$ cat src/rtl/uart_tx_arbiter.sv
// Round-robin arbiter that lets N_REQ byte sources share one uart_tx input.
// A grant is held until a byte flagged last is sent, or until MAX_BURST bytes.
module uart_tx_arbiter #(
  parameter  int N_REQ     = 4,
  parameter  int MAX_BURST = 16,
  localparam int GW        = $clog2(N_REQ)
) (
  input  logic               clk,
  input  logic               rst,
  input  logic [N_REQ-1:0]   req_valid,
  input  logic [8*N_REQ-1:0] req_data,
  input  logic [N_REQ-1:0]   req_last,
  output logic [N_REQ-1:0]   req_ready,
  output logic [7:0]         tx_data,
  output logic               tx_valid,
  input  logic               tx_ready,
  output logic [GW-1:0]      grant_id,
  output logic               busy,
  output logic               burst_cut
);

  localparam int CW = (MAX_BURST > 0) ? $clog2(MAX_BURST + 1) : 1;

  typedef enum logic {IDLE, LOCKED} state_e;

  state_e          state_q, state_d;
  logic [GW-1:0]   ptr_q, ptr_d;
  logic [GW-1:0]   grant_q, grant_d;
  logic [CW-1:0]   cnt_q, cnt_d;
  logic [7:0]      data_q, data_d;
  logic            valid_q, valid_d;
  logic            last_q, last_d;
  logic            cut_q, cut_d;

  logic [GW-1:0]   winner;
  logic [GW-1:0]   cand;
  logic            found;
  logic [7:0]      sel_data;
  logic            sel_valid;
  logic            sel_last;
  logic            burst_hit;

  // Search starts one past the previous grantee so every requester gets a turn.
  always_comb begin
    // NOTE: every combinational output gets a default first so no path leaves it unassigned and infers a latch.
    winner = '0;
    cand   = '0;
    found  = 1'b0;
    for (int i = 1; i <= N_REQ; i++) begin
      cand = GW'((int'(ptr_q) + i) % N_REQ);
      if (!found && req_valid[cand]) begin
        winner = cand;
        found  = 1'b1;
      end
    end
  end

  always_comb begin
    sel_data  = '0;
    sel_valid = 1'b0;
    sel_last  = 1'b0;
    req_ready = '0;
    for (int i = 0; i < N_REQ; i++) begin
      if (grant_q == GW'(i)) begin
        sel_data     = req_data[8*i +: 8];
        sel_valid    = req_valid[i];
        sel_last     = req_last[i];
        // Ready depends on registered state only, never on req_valid.
        req_ready[i] = (state_q == LOCKED) && !valid_q;
      end
    end
  end

  assign burst_hit = (MAX_BURST != 0) && (cnt_q == CW'(MAX_BURST));

  always_comb begin
    state_d = state_q;
    ptr_d   = ptr_q;
    grant_d = grant_q;
    cnt_d   = cnt_q;
    data_d  = data_q;
    valid_d = valid_q;
    last_d  = last_q;
    cut_d   = 1'b0;
    case (state_q)
      IDLE: begin
        if (found) begin
          grant_d = winner;
          cnt_d   = '0;
          state_d = LOCKED;
        end
      end
      LOCKED: begin
        if (!valid_q) begin
          if (sel_valid) begin
            data_d  = sel_data;
            last_d  = sel_last;
            valid_d = 1'b1;
            if (MAX_BURST != 0) cnt_d = cnt_q + 1'b1;
          end
        end else if (tx_ready) begin
          // Dropping valid for a cycle gives uart_tx time to lower its ready.
          valid_d = 1'b0;
          if (last_q || burst_hit) begin
            ptr_d   = grant_q;
            state_d = IDLE;
            cut_d   = !last_q;
          end
        end
      end
      default: state_d = IDLE;
    endcase
  end

  // NOTE: state registers use non-blocking assignments; all of them are reset because a
  // half-sent message must be discarded outright when reset hits.
  always_ff @(posedge clk or negedge rst) begin
    if (!rst) begin
      state_q <= IDLE;
      ptr_q   <= GW'(N_REQ - 1);
      grant_q <= '0;
      cnt_q   <= '0;
      data_q  <= '0;
      valid_q <= 1'b0;
      last_q  <= 1'b0;
      cut_q   <= 1'b0;
    end else begin
      state_q <= state_d;
      ptr_q   <= ptr_d;
      grant_q <= grant_d;
      cnt_q   <= cnt_d;
      data_q  <= data_d;
      valid_q <= valid_d;
      last_q  <= last_d;
      cut_q   <= cut_d;
    end
  end

  assign tx_data   = data_q;
  assign tx_valid  = valid_q;
  assign grant_id  = grant_q;
  assign busy      = (state_q == LOCKED);
  assign burst_cut = cut_q;

endmodule
$ cat config.mk
export PLATFORM = sky130hd
export DESIGN_NAME = uart_tx_arbiter
export DESIGN_NICKNAME = d
export VERILOG_FILES = /design/src/rtl/uart_tx_arbiter.sv
export SDC_FILE = /design/constraint.sdc
export NUM_CORES = 1
export LEC_CHECK = 0
export ABC_AREA = 1
export CAP_MARGIN = 5
export CORE_ASPECT_RATIO = 1.1
export CORE_UTILIZATION = 43
export DETAILED_ROUTE_END_ITERATION = 8
export PLACE_DENSITY_LB_ADDON = 0.1
export SLEW_MARGIN = 25
export SYNTH_ARGS = -nofsm -noshare
export SYNTH_HDL_FRONTEND = slang
export SYNTH_SLANG_ARGS = --single-unit
$ cat constraint.sdc
create_clock -name clk -period 2 [get_ports clk]
set_input_delay 0.4 -clock clk [delete_from_list [all_inputs] [get_ports clk]]
set_output_delay 0.4 -clock clk [all_outputs]
set_load 0.005 [all_outputs]
==> results.txt <==
The worst setup path is captured at a primary output. The iteration count of the initial detailed-routing pass is 6. The number of standard cells in the layout, taps in and fillers out came out at roughly 320. At the later pin of the worst-skew pair, clock insertion delay measures 0.30 ns.

The headroom to the max-slew limit is ~72%. The cell depth of the worst flop-to-flop path is 11. The wire length of the first global-routing pass is roughly 6600 um. At the end of routability-driven placement, the weighted congestion stood at approximately 0.85.

The number of sinks driven by the clock tree came out at 21. The count of vias placed by the detailed router came out at 1,610. The design area came out at 2200 sq um.

The share of final-layout standard cells stronger than drive strength 1 is between 10% and 20%. The standby leakage power came out at 1.09 nW. The netlist area before placement is 1480 sq um.

For the worst setup path, the data arrival time is 1.53 ns. The fraction of the yosys area taken by sequential cells is a little over a third. The number of distinct library cells after synthesis is 29. For this design the ratio of total power to cell area is between 1000 and 1500 nW/um^2.

The critical path required time is roughly 1.6 ns. The maximum buffer depth of the clock tree came out at 2. The residual antenna-violating net count after detailed routing came out at 0. The number of warning messages in the yosys log came out at 0. The core region area came out at 3300 sq um.

The synthesized netlist net count is roughly 260. The setup-violating endpoint count in the final report came out at 0. After detailed routing, the number of remaining DRC violations is 1.

The average vias per placed instance came out at between 5 and 6. The worst setup path is launched from a flop. The post-DP HPWL came out at approximately 3000 um. The largest fanout of any net on the critical path is 4.

The CTS buffer count came out at 3. Dividing the detail-routed wire length by the instance count gives approximately 13 um. The final-stage net count came out at between 300 and 400.

IR analysis of the VDD net gives a maximum drop of between 0.7 and 0.8 mV. In this run the critical register-to-register path is captured at cnt_q[0]$_DFFE_PN0P_. The pin count of the biggest net entering global routing is 27. The placed instance count is 305. The area growth from synthesis to layout came out at 48.7%.

The portion of the clock cycle consumed by the worst path in the final layout is about 96%. The area enclosed by the die boundary is around 3700 sq um. For this block, the routed nets add up to approximately 4000 um of wire.

The kind of critical path is reg -> out. The via count of the first global-routing pass came out at 1,486. After detailed placement, the total cell area comes to roughly 2100 sq um. The number of antenna violations at the first check in global routing was 0. The checks that failed: design-rule violations. The final setup skew is around 0.0084 ns. Global routing used between 20% and 30% of the available tracks across all layers. The H-tree depth came out at 1. For this configuration, the core starts out at a cell density of roughly 45%. The DRC marker count from the first detailed-route iteration came out at 39. The floorplan die width is slightly below 60 um.

At the pin with the least slew margin, the transition time is ~0.41 ns. The time the worst path needs with I/O delays and setup came out at 1.93 ns. For this run the aggregate overflow at the end of global routing stands at 0. The number of maximum-capacitance violations came out at 0. The number of buffers inserted by port buffering is between 50 and 60.

The path class of the lowest-slack min-delay path is in -> async. The worst reg-to-reg setup slack is a little over 0.3 ns. TritonCTS built the clock tree. After synthesis, the mean cell area works out to 7.02 sq um.

Clock tree synthesis selected as its root buffer the cell sky130_fd_sc_hd__clkbuf_4. The number of standard cells after synthesis came out at about 210. The register bit total from synthesis came out at 21.

The worst register-to-register path begins at ptr_q[0]$_DFFE_PN1P_. The clock transition at the register clock pins on the worst setup and hold paths after CTS came out at between 0.1 and 0.15 ns. The number of pins exceeding their max-slew limit in the final report came to 0. The top achievable clock speed came out at approximately 520 MHz. The flow ran to the end, but the final reports show violations. The count of final hold-check violations came out at 0.

During I/O placement, the number of pins put on the boundary was 60. The die is about 64 um tall. After floorplanning, the core was divided into 22 placement rows. The antenna diode count is 0.
## synthesized netlist by cell type, drive strengths merged
master  count  area (sq um)
nand3      31           168
inv        19          73.8
clkbuf      1          3.75
a21oi      11          55.1
dfrtp      19           475
dfstp       2          52.6
ha          2          25.0
o21ai      12          60.1
nor2       15          80.1
o211ai      1          7.51
xnor2       1          8.76
buf         5          38.8
o21a        2          15.0
xor2        2          17.5
a221oi      2          17.5
o221ai      1          15.0
nor3        3          15.0
nand2      82           353
## report_power, final
group	leakage [nW]	switching, mW	internal (mW)
clock	0.0177	0.128	0.0746
sequential	0.256	0.204	0.630
combinational	0.815	1.14	0.941
total	1.09	1.48	1.65
## metal layers
layer / part of all wire (%) / wire length [um] / global-route usage [%]
met5: 0 / 0 / 0
met4: 1.3 / 51 / 3.87
met3: 5.0 / 200 / 5.13
met2: 50 / 1990 / 38.9
met1: 43 / 1720 / 29.3
## worst max-delay path by stage
stage / endpoint / slack, ns / startpoint
finish: req_ready[0] / 0.07 / grant_id[1]$_DFFE_PN0P_
CTS: req_ready[1] / 0.005 / grant_id[1]$_DFFE_PN0P_
global route: req_ready[0] / -0.007 / tx_valid$_DFFE_PN0P_
detailed placement: cnt_q[0]$_DFFE_PN0P_ / 0.15 / req_valid[3]
floorplan: cnt_q[2]$_DFFE_PN0P_ / 0.51 / ptr_q[0]$_DFFE_PN1P_
global placement: cnt_q[2]$_DFFE_PN0P_ / 0.19 / req_valid[3]
## critical path: stages, from the launching register on
cell	delay, ns
sky130_fd_sc_hd__dfrtp_2	0.46
sky130_fd_sc_hd__nor2_4	0.13
sky130_fd_sc_hd__inv_2	0.05
sky130_fd_sc_hd__nor2_1	0.08
sky130_fd_sc_hd__clkdlybuf4s50_1	0.50
## sequential cells by signal (all words and copies together), names as in the netlist
signal and count:
tx_data 8, cnt_q 5, grant_id 2, ptr_q 2
burst_cut 1, busy 1, last_q 1, tx_valid 1
## stage by stage
| step | setup slack (ns) | TNS (ns) | power, mW | utilization, % | hold slack [ns] |
|---|---|---|---|---|---|
| after floorplan | 0.507 | 0 | 2.15 | - | 0.104 |
| after global placement | 0.193 | 0 | 2.79 | 63.9 | 0.474 |
| after detailed placement | 0.149 | 0 | 2.82 | 63.9 | 0.480 |
| after CTS | 0.00538 | 0 | 3.09 | 65.6 | 0.426 |
| after global routing | -0.00698 | -0.00698 | 3.43 | 66.7 | 0.429 |
| final | 0.0727 | 0 | 3.12 | 66.7 | 0.419 |
## layout by cell type, fill, tap and decap left out, drive strengths merged
cell type      synthesis  final
o221ai                 1      1
clkdlybuf4s50          0     56
dlymetal6s2s           0      2
inv                   19     19
nor3                   3      3
dfrtp                 19     19
clkbuf                 1      3
dlygate4sd2            0      1
o21ai                 12     12
clkinv                 0      1
dfstp                  2      2
o21a                   2      2
nand2                 82     82
ha                     2      2
buf                    5     12
nor2                  15     15
xor2                   2      2
nand3                 31     31
xnor2                  1      1
o211ai                 1      1
a21oi                 11     11
a221oi                 2      2
## kinds of logic after synthesis
group                      count (synthesis)  share of synthesized area [%]
AOI/OAI and AO/OA                         29                           11.5
xor gates and xnor gates                   3                           1.77
adders and majority gates                  2                           1.69
buffers and inverters                     25                           7.85
DFF                                       21                           35.6
and+or+nand+nor                          131                           41.6
## repair_timing
item,in CTS,in global routing
gates resized for setup,4,4
buffers inserted,3,4
hold buffers,0,0
setup endpoints to repair,5,3
## layout make-up
cell class                      count  area (sq um)
Fill cell                         298          1100
Multi-Input combinational cell    165           840
Timing Repair Buffer               71           684
Sequential cell                    21           531
Inverter                           19          76.3
Tap cell                           36          45.0
Clock buffer                        3          22.5
Clock inverter                      1          5.00
No activity file was read; power rests on OpenSTA's default activity.
